`src/rtl/serial_nibble_adder_pkg.sv`:
```
// Shared types and helpers for the serial nibble adder.
// Holds the nibble width, FSM state enum and counter sizing.
package serial_nibble_adder_pkg;

   localparam int NIBBLE_W = 4;

   typedef enum logic [1:0] {
      IDLE = 2'd0,
      RUN  = 2'd1,
      DONE = 2'd2
   } sna_state_t;

   function automatic int cnt_w(input int n);
      return (n > 1) ? $clog2(n) : 1;
   endfunction

endpackage

```
`src/rtl/serial_nibble_adder_if.sv`:
```
// Operand/result handshake bundle for the serial nibble adder.
// ovf is carried only when SNA_OVERFLOW_EN is defined.
interface serial_nibble_adder_if #(
   parameter int WIDTH = 16
);
   logic             in_valid;
   logic             in_ready;
   logic [WIDTH-1:0] a;
   logic [WIDTH-1:0] b;
   logic             cin;
   logic             out_valid;
   logic             out_ready;
   logic [WIDTH-1:0] sum;
   logic             cout;
`ifdef SNA_OVERFLOW_EN
   logic             ovf;

   modport master (
      output in_valid, a, b, cin, out_ready,
      input  in_ready, out_valid, sum, cout, ovf
   );

   modport slave (
      input  in_valid, a, b, cin, out_ready,
      output in_ready, out_valid, sum, cout, ovf
   );
`else
   modport master (
      output in_valid, a, b, cin, out_ready,
      input  in_ready, out_valid, sum, cout
   );

   modport slave (
      input  in_valid, a, b, cin, out_ready,
      output in_ready, out_valid, sum, cout
   );
`endif
endinterface

```
`src/rtl/serial_nibble_add.sv`:
```
// 4-bit combinational adder slice with carry in/out.
// Also exposes the carry into bit 3 for signed overflow detection.
module nibble_add
   import serial_nibble_adder_pkg::*;
(
   input  logic [NIBBLE_W-1:0] a,
   input  logic [NIBBLE_W-1:0] b,
   input  logic                ci,
   output logic [NIBBLE_W-1:0] s,
   output logic                co,
   output logic                c3
);

   logic [3:0] lo;
   logic [1:0] hi;

   // low three bits plus carry, then the top bit fed by c3
   always_comb begin
      lo = {1'b0, a[2:0]} + {1'b0, b[2:0]} + {3'b000, ci};
      c3 = lo[3];
      hi = {1'b0, a[3]} + {1'b0, b[3]} + {1'b0, c3};
      s  = {hi[0], lo[2:0]};
      co = hi[1];
   end

endmodule

```
`src/rtl/serial_nibble_adder.sv`:
```
// Multi-cycle WIDTH-bit adder, one nibble per clock, LSB nibble first.
// Optional macro SNA_OVERFLOW_EN adds the registered signed ovf output.
module serial_nibble_adder
   import serial_nibble_adder_pkg::*;
#(
   parameter int WIDTH = 16
) (
   input  logic                  clk,
   input  logic                  rst_n,
   serial_nibble_adder_if.slave  bus
);

   localparam int N  = WIDTH / NIBBLE_W;
   localparam int CW = cnt_w(N);
   localparam logic [CW-1:0] LAST = CW'(N - 1);

   sna_state_t state_q, state_d;

   logic [WIDTH-1:0] a_sr, b_sr, sum_sr;
   logic [CW-1:0]    cnt_q;
   logic             carry_q;

   logic [NIBBLE_W-1:0]       sl_s;
   logic                      sl_co;
   logic [WIDTH+NIBBLE_W-1:0] sum_cat;

   assign sum_cat = {sl_s, sum_sr};

`ifdef SNA_OVERFLOW_EN
   logic sl_c3;
   logic ovf_q;

   nibble_add u_slice (
      .a  (a_sr[NIBBLE_W-1:0]),
      .b  (b_sr[NIBBLE_W-1:0]),
      .ci (carry_q),
      .s  (sl_s),
      .co (sl_co),
      .c3 (sl_c3)
   );

   // overflow captured on the final (sign) nibble only
   always_ff @(posedge clk or negedge rst_n) begin
      if (!rst_n)
         ovf_q <= 1'b0;
      else if (state_q == RUN && cnt_q == LAST)
         ovf_q <= sl_c3 ^ sl_co;
   end

   assign bus.ovf = ovf_q;
`else
   nibble_add u_slice (
      .a  (a_sr[NIBBLE_W-1:0]),
      .b  (b_sr[NIBBLE_W-1:0]),
      .ci (carry_q),
      .s  (sl_s),
      .co (sl_co),
      .c3 ()
   );
`endif

   // state register
   always_ff @(posedge clk or negedge rst_n) begin
      if (!rst_n)
         state_q <= IDLE;
      else
         state_q <= state_d;
   end

   // next-state logic
   always_comb begin
      state_d = state_q;
      unique case (state_q)
         IDLE: if (bus.in_valid)   state_d = RUN;
         RUN:  if (cnt_q == LAST)  state_d = DONE;
         DONE: if (bus.out_ready)  state_d = IDLE;
         default:                  state_d = IDLE;
      endcase
   end

   // handshake outputs decoded from state only
   always_comb begin
      bus.in_ready  = 1'b0;
      bus.out_valid = 1'b0;
      unique case (state_q)
         IDLE:    bus.in_ready  = 1'b1;
         DONE:    bus.out_valid = 1'b1;
         default: ;
      endcase
   end

   // operand capture and nibble-serial datapath
   always_ff @(posedge clk or negedge rst_n) begin
      if (!rst_n) begin
         a_sr    <= '0;
         b_sr    <= '0;
         sum_sr  <= '0;
         cnt_q   <= '0;
         carry_q <= 1'b0;
      end else begin
         unique case (state_q)
            IDLE: begin
               if (bus.in_valid) begin
                  a_sr    <= bus.a;
                  b_sr    <= bus.b;
                  carry_q <= bus.cin;
                  cnt_q   <= '0;
               end
            end
            RUN: begin
               a_sr    <= a_sr >> NIBBLE_W;
               b_sr    <= b_sr >> NIBBLE_W;
               sum_sr  <= sum_cat[WIDTH+NIBBLE_W-1:NIBBLE_W];
               carry_q <= sl_co;
               cnt_q   <= cnt_q + 1'b1;
            end
            default: ;
         endcase
      end
   end

   assign bus.sum  = sum_sr;
   assign bus.cout = carry_q;

endmodule
```
`src/flat_wrapper.sv`:
```
// flat-port wrapper written by rule: the top's interface ports become plain ports
module serial_nibble_adder_flat import serial_nibble_adder_pkg::*;
#(
   parameter int WIDTH = 16
)
  (clk, rst_n, bus_in_valid, bus_a, bus_b, bus_cin, bus_out_ready, bus_in_ready, bus_out_valid, bus_sum, bus_cout);
  serial_nibble_adder_if #(.WIDTH(WIDTH)) bus_i ();
  input  logic clk;
  input  logic rst_n;
  input wire logic [$bits(bus_i.in_valid)-1:0] bus_in_valid;
  input wire logic [$bits(bus_i.a)-1:0] bus_a;
  input wire logic [$bits(bus_i.b)-1:0] bus_b;
  input wire logic [$bits(bus_i.cin)-1:0] bus_cin;
  input wire logic [$bits(bus_i.out_ready)-1:0] bus_out_ready;
  output wire logic [$bits(bus_i.in_ready)-1:0] bus_in_ready;
  output wire logic [$bits(bus_i.out_valid)-1:0] bus_out_valid;
  output wire logic [$bits(bus_i.sum)-1:0] bus_sum;
  output wire logic [$bits(bus_i.cout)-1:0] bus_cout;
  assign bus_i.in_valid = bus_in_valid;
  assign bus_i.a = bus_a;
  assign bus_i.b = bus_b;
  assign bus_i.cin = bus_cin;
  assign bus_i.out_ready = bus_out_ready;
  assign bus_in_ready = bus_i.in_ready;
  assign bus_out_valid = bus_i.out_valid;
  assign bus_sum = bus_i.sum;
  assign bus_cout = bus_i.cout;
  serial_nibble_adder #(.WIDTH(WIDTH)) u_core (.clk(clk), .rst_n(rst_n), .bus(bus_i));
endmodule
```
`config.mk`:
```
export PLATFORM = sky130hd
export DESIGN_NAME = serial_nibble_adder_flat
export DESIGN_NICKNAME = d
export VERILOG_FILES = /design/src/rtl/serial_nibble_adder_pkg.sv /design/src/rtl/serial_nibble_adder_if.sv /design/src/rtl/serial_nibble_add.sv /design/src/rtl/serial_nibble_adder.sv /design/src/flat_wrapper.sv
export SDC_FILE = /design/constraint.sdc
export NUM_CORES = 1
export LEC_CHECK = 0
export ABC_AREA = 1
export ABC_CLOCK_PERIOD_IN_PS = 1650
export BUFFER_PORTS_ARGS = -buffer_cell sky130_fd_sc_hd__buf_2
export CAP_MARGIN = 10
export CORE_UTILIZATION = 49
export CTS_CLUSTER_SIZE = 28
export DETAILED_ROUTE_END_ITERATION = 8
export GPL_ROUTABILITY_DRIVEN = 1
export PLACE_DENSITY = 0.76
export SYNTH_ARGS = -nofsm -noshare
export SYNTH_HDL_FRONTEND = slang
export SYNTH_SLANG_ARGS = --single-unit
export TNS_END_PERCENT = 5
```
`constraint.sdc`:
```
create_clock -name clk -period 1.65 [get_ports clk]
set_input_delay 0.0825 -clock clk [delete_from_list [all_inputs] [get_ports clk]]
set_output_delay 0.0825 -clock clk [all_outputs]
set_load 0.02 [all_outputs]
```
==> results.json, run 1 <==
{
  "rows": 26,
  "synth_edf_count": 0,
  "skew_ns": 0.00752,
  "chipHeight_um": 75.6,
  "critical_path_buf_inv_count": 0,
  "r2r-start": "u_core.a_sr[0]",
  "yosys_warnings": 0,
  "netlist_area_um2": 2650,
  "grt_antenna_before_repair": 0,
  "gp_congestion": 0.737,
  "multiInputGateArea_um2": 991,
  "p_leak_nw": 1.75,
  "drc_errors": 0,
  "first_pass_iters": 4,
  "syn-instance-count": 329,
  "worst_pin_slew_ns": 0.296,
  "synth_top_cell_area_share_pct": 50.0,
  "grt_max_degree": 54,
  "fin_crit_sh_pct": 105,
  "hold_viol": 0,
  "worst_path_dominant_cell_family": "adder cells",
  "worstPathRequired_ns": 1.88,
  "min_to": "u_core.a_sr[12]",
  "finalSetupViolations": 1,
  "maxSlewHeadroom_pct": 80.3,
  "viasPerCell": 5.02,
  "worst_path_max_delay_cell": "fa_1",
  "core_area_um2": 5170,
  "worstHoldStart": "bus_a[12]",
  "dp_hpwl_um": 3750,
  "status": "finished, violations left",
  "antenna_left": 0,
  "final_net_count": 428,
  "grt_pass1_wl_um": 9450,
  "drive_gt1_share_pct": 21.8,
  "wl_um": 5510,
  "max_stage_delay_ns": 0.42,
  "overflow": 0,
  "grtUsageTotal_pct": 22.0,
  "grt_pass1_vias": 2235,
  "synth_top_area_cell": "dfrtp_1",
  "rrSetupSlack_ns": -0.08,
  "p_total_mw": 6.45,
  "htree_levels": 2,
  "hold_class": "in -> reg",
  "endpoint_kind": "register",
  "start_util_pct": 51.3,
  "synthFlopType": "dfrtp_1",
  "violations": "setup timing",
  "clockBufferDepth": 2,
  "die-area_um2": 5710,
  "fin_util_pct": 60.7,
  "crit_arrival_ns": 1.96,
  "vias": 2291,
  "synthTopCellsByArea": "dfrtp_1 50%, nand3_1 15%, nand2_1 11%, inv_1 7.6%, buf_2 2.5%",
  "rsz0062_at_grt": "yes",
  "hold_depth": 3,
  "ys_types": 21,
  "ctsRootBufferMaster": "clkbuf_8",
  "synth_seq_cells": 53,
  "insertion_delay_ns": 0.31,
  "setup_slack_ns": -0.0815,
  "clock_sinks": 53,
  "numCtsBuffers": 5,
  "rr_worst_depth": 6,
  "fmax_mhz": 578,
  "synthToLayoutAreaGrowth_pct": 18.3,
  "max-cap-violations": 0,
  "drtIter0Drc": 113,
  "crit_path_max_fanout": 2,
  "start_kind": "register",
  "clk_pin_slew_ns": 0.09,
  "io_pins": 56,
  "fin_setup_tns_ns": -0.0815,
  "rr_endpoint": "u_core.bus.sum[15]",
  "io_buffers": 55,
  "synthArstFlopShare_pct": 100,
  "path_cells": "fa_2 > a21oi_2 > nor2_1 > nor2_1 > fa_1 > o21ai_1",
  "crit_type": "reg -> reg",
  "die_w_um": 75.6,
  "nFillCells": 498,
  "routedWlPerCell_um": 12.1,
  "synth_nets": 372,
  "syn_area_per_cell_um2": 8.06,
  "whs_ns": 0.0154,
  "seq_area_um2": 1330,
  "cts_tree": "built",
  "crit_start": "u_core.a_sr[0]",
  "post-route-min-period_ns": 1.73,
  "seq_area_frac_synth_pct": 50.0,
  "cp_common_cell": "nor2_1",
  "pwr_density_cell_nw_per_um2": 2050,
  "drv_slew": 0,
  "vdd_drop_max_mv": 1.19,
  "antenna_cells": 0
}
[worst max path at each step]
stage	endpoint	slack, ns	cells after the start
floorplan	u_core.bus.sum[15]	-0.01	6
global placement	u_core.bus.sum[15]	-0.02	6
CTS	u_core.bus.sum[15]	-0.10	6
detailed placement	u_core.bus.sum[15]	-0.1	6
finish	u_core.bus.sum[15]	-0.08	6
global route	u_core.bus.sum[15]	-0.17	6
[metal layers]
metal | up-vias | track usage (%) | part of all wire (%)
li1 | 1149 | - | -
met1 | 1071 | 25.5 | 44
met2 | 64 | 41.2 | 51
met3 | 7 | 4.10 | 4.1
met4 | 0 | 6.79 | 1.4
met5 | - | 0 | 0
[area by class of cell]
cell class | count | share of cell area (%)
flip-flops and latches | 53 | 42.3
repair buffers | 70 | 13.3
clock buffers | 7 | 3.07
well taps | 70 | 2.79
clock inverters | 1 | 0.159
inverters | 56 | 6.78
multi-input cells | 199 | 31.6
[cells by family (layout without fill, tap and decap cells)]
group	Yosys count	in the layout	share of synthesized area, %
AOI/OAI and AO/OA	24	24	4.62
xor gates and xnor gates	1	1	0.330
adders and majority gates	6	6	3.68
buffers and inverters	77	134	12.9
DFF	53	53	50.0
and+or+nand+nor	168	168	28.5
[cells in the mapped netlist, types with 2 or more instances]
| cell type | number |
|---|---|
| clkbuf_1 | 3 |
| o21ai_1 | 10 |
| nand4_1 | 2 |
| nand3_1 | 82 |
| o21ai_0 | 11 |
| nand2_4 | 2 |
| nor2_1 | 6 |
| buf_2 | 13 |
| a21oi_1 | 2 |
| fa_1 | 3 |
| buf_6 | 4 |
| inv_1 | 54 |
| nand2_1 | 75 |
| dfrtp_1 | 53 |
| ha_1 | 3 |
[registers in the layout, indices dropped and copies added (netlist names)]
| signal | count |
|---|---|
| u_core.state_q | 2 |
| u_core.a_sr | 16 |
| u_core.bus.sum | 16 |
| u_core.cnt_q | 2 |
| u_core.bus.cout | 1 |
| u_core.b_sr | 16 |
[what timing repair did]
item                       4_1_cts  5_1_grt
pin swaps                        0        0
hold endpoints to repair        54        0
gates cloned                     0        0
buffers inserted                 0        0
gates resized for setup          1        0
setup endpoints to repair        1        2
hold buffers                     2        0
[layout by cell type, fill, tap and decap left out, types with 2 or more instances in the layout]
cell type,instances
buf_12,2
buf_2,55
buf_4,11
clkbuf_8,7
dfrtp_1,52
dlygate4sd3_1,2
fa_1,2
ha_1,3
inv_1,54
nand2_1,75
nand2_4,2
nand3_1,82
nand4_1,2
nor2_1,6
o21ai_0,10
o21ai_1,11
[where the power goes]
group | switching [mW] | total [mW] | internal, mW | leakage, nW
logic | 2.09 | 3.37 | 1.28 | 1.04
clock network | 0.413 | 0.793 | 0.380 | 0.0542
registers | 0.354 | 2.28 | 1.93 | 0.658
[through the flow]
| stage | std cells | worst slack [ns] | instance area [um2] |
|---|---|---|---|
| finish | 456 | -0.0815 | 3140 |
| global route | 456 | -0.166 | 3140 |
| CTS | 456 | -0.101 | 3140 |
| detailed placement | 446 | -0.0992 | 3010 |
| global placement | 446 | -0.0206 | 3010 |
| floorplan | 329 | -0.0107 | 2660 |
[worst reg2reg max path: stages (launching register included)]
cell,delay (ns)
dfrtp_1,0.41
fa_2,0.41
a21oi_2,0.13
nor2_1,0.05
nor2_1,0.11
fa_1,0.42
o21ai_1,0.14
Note: power is estimated with default switching activity, not from simulation.
==> inputs of run 2 (changes only) <==
ABC_AREA = not set   (was 1)
CORE_UTILIZATION = 48   (was 49)
CTS_CLUSTER_DIAMETER = 50   (was not set)
PLACE_DENSITY = 0.75   (was 0.76)
==> run 2 against run 1 <==
Net effect:
- the flow still finishes with violations (setup timing)
- global-route usage decreased by 0.66 points
- final area shrank 6.0%
- count of clock-buffer cells in the layout fell by 2
- critical path depth down 1
- sequential power is 5% higher
- non-clock buffer count grew 11
- clock power decreased by 8.1%
- total power shrank 5.6%
- wire length fell by 4.1%
==> results.json, run 2 <==
{
  "final_common_cell": "buf_2",
  "viasPerCell": 5.33,
  "drive_gt1_share_pct": 29.3,
  "start_kind": "register",
  "wl_met3_um": 249,
  "numCtsBuffers": 5,
  "drtIter0Drc": 63,
  "io_buffers": 55,
  "fmax_mhz": 569,
  "cts_setup_buffers": 0,
  "chipHeight_um": 72.8,
  "synth_top_area_cell": "dfrtp_1",
  "highest_layer": "met4",
  "path_cells": "fa_2 > a21o_1 > a21oi_2 > fa_1 > o21ai_1",
  "hold_viol": 0,
  "hold_class": "in -> reg",
  "violations": "setup timing",
  "synth_edf_count": 0,
  "gp_congestion": 0.771,
  "antenna_left": 0,
  "wl_um": 5280,
  "crit_type": "reg -> reg",
  "fin_util_pct": 61.6,
  "synth_top_cell_area_share_pct": 55.1,
  "grtUsageTotal_pct": 21.4,
  "wl_met2_um": 2600,
  "clock_sinks": 53,
  "nFillCells": 435,
  "grt_pass1_wl_um": 8600,
  "syn_area_per_cell_um2": 10.2,
  "io_pins": 56,
  "status": "finished, violations left",
  "setup_slack_ns": -0.107,
  "yosys_warnings": 0,
  "synth_seq_cells": 53,
  "worst_pin_slew_ns": 0.634,
  "first_pass_iters": 4,
  "ys_top_cells_by_count": "53 x dfrtp_1, 47 x nand2_1, 34 x o22ai_1",
  "wl_met1_um": 2370,
  "max_stage_delay_ns": 0.42,
  "synth_nets": 279,
  "cts_tree": "built",
  "synthToLayoutAreaGrowth_pct": 22.6,
  "drv_slew": 0,
  "htree_levels": 2,
  "ys_types": 30,
  "grt_antenna_before_repair": 0,
  "crit_path_max_fanout": 2,
  "insertion_delay_ns": 0.31,
  "skew_ns": 0.00839,
  "pwr_density_cell_nw_per_um2": 2060,
  "crit_arrival_ns": 1.99,
  "clockBufferDepth": 2,
  "endpoint_kind": "register",
  "fin_crit_sh_pct": 106,
  "seq_area_frac_synth_pct": 55.1,
  "clk_pin_slew_ns": 0.10,
  "post-route-min-period_ns": 1.76,
  "maxSlewHeadroom_pct": 57.7,
  "routedWlPerCell_um": 14.1,
  "start_util_pct": 50.3,
  "overflow": 0,
  "core_area_um2": 4790,
  "die-area_um2": 5300,
  "dp_hpwl_um": 3760,
  "vdd_drop_max_mv": 1.04,
  "synthFlopType": "dfrtp_1",
  "syn-instance-count": 236,
  "grt_pass1_vias": 1845,
  "synthTopCellsByArea": "dfrtp_1 55%, o22ai_1 8.8%, nand2_1 7.3%, a21oi_1 4.8%, buf_6 2.8%",
  "rsz0062_at_grt": "yes",
  "layout_common_cells": "55 x buf_2, 52 x dfrtp_1, 47 x nand2_1",
  "rows": 25,
  "max-cap-violations": 0,
  "antenna_cells": 0,
  "ctsRootBufferMaster": "clkbuf_8",
  "worst_path_max_delay_cell": "dfrtp_1",
  "yosysMostFrequentCell": "dfrtp_1",
  "p_leak_nw": 1.45,
  "drc_errors": 0,
  "finalSetupViolations": 2,
  "grt_max_degree": 29,
  "netlist_area_um2": 2410,
  "die_w_um": 72.8,
  "final_net_count": 349,
  "p_total_mw": 6.09,
  "synthArstFlopShare_pct": 100,
  "worstPathRequired_ns": 1.89,
  "vias": 1993
}
[run 2: final timing paths]
| kind | from | to | slack, ns | cells past startpoint |
|---|---|---|---|---|
| max reg2reg | u_core.a_sr[0] | u_core.bus.sum[15] | -0.11 | 5 |
| max | u_core.a_sr[0] | u_core.bus.sum[15] | -0.11 | 5 |
| min in group asynchronous | rst_n | u_core.bus.sum[1] | 0.32 | 2 |
| min | bus_a[9] | u_core.a_sr[9] | 0.06 | 3 |
| min reg2reg | u_core.bus.sum[3] | u_core.bus.sum[3] | 0.48 | 2 |
| max in group asynchronous | rst_n | u_core.a_sr[3] | 0.69 | 3 |
[run 2: critical path, delay by kind of cell (launching register included)]
family	cells	cell delay [ns]
AOI/OAI and AO/OA	3	0.47
adders and majority gates	2	0.80
DFF	1	0.42
[run 2: stage by stage]
step | TNS [ns] | instances | hold slack (ns) | instance area (um2) | setup WS, ns
finish | -0.121 | 374 | 0.0598 | 2950 | -0.107
detailed placement | -0.112 | 356 | 0.128 | 2760 | -0.112
floorplan | -0.0443 | 236 | -0.213 | 2410 | -0.0443
CTS | -0.127 | 374 | 0.0610 | 2950 | -0.127
global route | -0.270 | 374 | 0.0699 | 2950 | -0.180
global placement | -0.0458 | 356 | 0.122 | 2760 | -0.0458
[run 2: cell type report]
type	instances	area [um2]	share of cell area [%]
Clock buffer	5	68.8	2.33
Sequential cell	53	1330	45.0
Inverter	8	30.0	1.02
Tap cell	67	83.8	2.84
Multi-Input combinational cell	157	927	31.4
Clock inverter	3	17.5	0.594
Timing Repair Buffer	81	495	16.8
[run 2: kinds of logic after synthesis]
| family | after synthesis | share of synthesized area (%) |
|---|---|---|
| xor gates and xnor gates | 1 | 0.364 |
| and+or+nand+nor | 68 | 12.1 |
| adders and majority gates | 6 | 4.05 |
| DFF | 53 | 55.1 |
| buffers and inverters | 26 | 6.91 |
| AOI/OAI and AO/OA | 82 | 21.5 |
[run 2: timing repair]
item / 4_1_cts / 5_1_grt
hold endpoints to repair: 35 / 0
hold buffers: 10 / 0
pin swaps: 0 / 2
resized for setup: 1 / 0
endpoints found under the setup margin: 2 / 2
[run 2: per-layer routing]
metal	track usage, %	up-vias
met5	0	-
met4	5.88	0
met3	4.42	6
met2	36.2	63
met1	27.9	952
li1	-	972
[run 2: power by group]
group	switching [mW]	internal, mW	total (mW)
Combinational	1.67	1.29	2.96
Clock	0.435	0.294	0.729
Sequential	0.474	1.93	2.40
==> inputs of run 3 (changes only) <==
CORE_MARGIN = 1   (was not set)
RECOVER_POWER = 25   (was not set)
==> run 3 against run 2 <==
Net effect:
- the run still ends with setup timing left
- sequential power barely moved
- wire length is 0.34% higher
- sequential share of layout area increased by 0.077 points
- via count is 0.40% lower
- core utilization down 0.10 points
- combinational power about the same
- critical path type unchanged
==> results.json, run 3 (synthesis gave the netlist of run 2 again) <==
{
  "grt_pass1_vias": 1845,
  "fin_util_pct": 61.5,
  "max_stage_delay_ns": 0.42,
  "worst_path_max_delay_cell": "dfrtp_1",
  "viasPerCell": 5.31,
  "overflow": 0,
  "drive_gt1_share_pct": 28.0,
  "io_pins": 56,
  "final_area_um2": 2950,
  "grt_max_degree": 29,
  "worst_pin_slew_ns": 0.703,
  "rows": 25,
  "crit_arrival_ns": 1.99,
  "chipHeight_um": 72.8,
  "hold_viol": 0,
  "use_met1_pct": 27.9,
  "status": "finished, violations left",
  "antenna_left": 0,
  "dp_hpwl_um": 3760,
  "clk_pin_slew_ns": 0.10,
  "maxSlewHeadroom_pct": 53.1,
  "nFillCells": 439,
  "p_leak_nw": 1.44,
  "clock_sinks": 53,
  "final_common_cell": "dfrtp_1",
  "start_util_pct": 50.3,
  "violations": "setup timing",
  "pre_cts_ws_ns": -0.112,
  "skew_ns": 0.00842,
  "core_area_um2": 4790,
  "post-route-min-period_ns": 1.76,
  "synthToLayoutAreaGrowth_pct": 22.3,
  "gr-max-usage-layer": "met2",
  "start_kind": "register",
  "clockBufferDepth": 2,
  "drv_slew": 0,
  "gp_congestion": 0.771,
  "fmax_mhz": 569,
  "fin_crit_sh_pct": 107,
  "p_total_mw": 6.08,
  "die_w_um": 72.8,
  "cts_tree": "built",
  "path_cells": "fa_2 > a21o_1 > a21oi_2 > fa_1 > o21ai_1",
  "grt_pass1_wl_um": 8600,
  "insertion_delay_ns": 0.31,
  "first_pass_iters": 4,
  "use_met2_pct": 36.2,
  "layout_common_cells": "52 x dfrtp_1, 50 x buf_2, 47 x nand2_1",
  "vias": 1985,
  "final_net_count": 349,
  "routedWlPerCell_um": 14.2,
  "grtUsageTotal_pct": 21.4,
  "setup_slack_ns": -0.107,
  "endpoint_kind": "register",
  "grt_antenna_before_repair": 0,
  "worstPathRequired_ns": 1.89,
  "finalSetupViolations": 2,
  "pwr_density_cell_nw_per_um2": 2060,
  "antenna_cells": 0,
  "wl_um": 5300,
  "drc_errors": 0,
  "io_buffers": 55,
  "htree_levels": 2,
  "crit_type": "reg -> reg",
  "ctsRootBufferMaster": "clkbuf_8",
  "crit_path_max_fanout": 2,
  "placed_area_um2": 2760,
  "hold_class": "in -> reg",
  "die-area_um2": 5300,
  "rsz0062_at_grt": "yes",
  "numCtsBuffers": 5,
  "vdd_drop_max_mv": 1.04,
  "drtIter0Drc": 63,
  "max-cap-violations": 0,
  "grt.met3_usage_pct": 4.42
}
## run 3: cell types whose count changed in the layout (fill, tap and decap cells not counted)
cell,before,now
buf_2,55,50
clkbuf_1,0,4
clkbuf_2,0,1
## run 3: worst paths after layout
kind,start,end,slack [ns],cells after the start
max,u_core.a_sr[0],u_core.bus.sum[15],-0.11,5
min,bus_a[9],u_core.a_sr[9],0.06,3
max reg2reg,u_core.a_sr[0],u_core.bus.sum[15],-0.11,5
min reg2reg,u_core.bus.sum[3],u_core.bus.sum[3],0.48,2
max in group asynchronous,rst_n,u_core.a_sr[10],0.64,3
min in group asynchronous,rst_n,u_core.bus.sum[1],0.35,2
## run 3: where the power goes
part / switching (mW) / internal [mW] / total (mW)
registers: 0.477 / 1.93 / 2.40
logic: 1.67 / 1.27 / 2.95
clock network: 0.435 / 0.294 / 0.728
## run 3: worst max-delay path, delay by kind of cell (launching register included)
| family | cells | cell delay (ns) |
|---|---|---|
| AOI/OAI and AO/OA | 3 | 0.47 |
| adders and majority gates | 2 | 0.80 |
| DFF | 1 | 0.42 |
## run 3: metal layers
layer	part of all wire, %	up-vias
met5	0	-
met1	45	952
met2	49	56
met3	4.2	6
met4	1.2	0
li1	-	971
## run 3: area by class of cell
cell class | instances | area (um2) | area share [%]
flip-flops and latches | 53 | 1330 | 45.1
multi-input cells | 157 | 927 | 31.5
repair buffers | 81 | 490 | 16.7
well taps | 67 | 83.8 | 2.85
clock buffers | 5 | 68.8 | 2.34
inverters | 8 | 30.0 | 1.02
clock inverters | 3 | 17.5 | 0.595
## run 3: timing repair
item / in CTS / in global routing
endpoints found under the setup margin: 2 / 2
hold buffers: 10 / 0
buffers inserted: 0 / 0
endpoints found under the hold margin: 35 / 0
gates resized for setup: 1 / 0
pin swaps: 0 / 2
## run 3: through the flow
step           hold slack [ns]  setup TNS [ns]  instances
2_1_floorplan           -0.213         -0.0443        236
3_3_place_gp             0.122         -0.0458        356
3_5_place_dp             0.128          -0.112        356
4_1_cts                 0.0610          -0.127        374
5_1_grt                 0.0699          -0.270        374
6_report                0.0597          -0.121        374
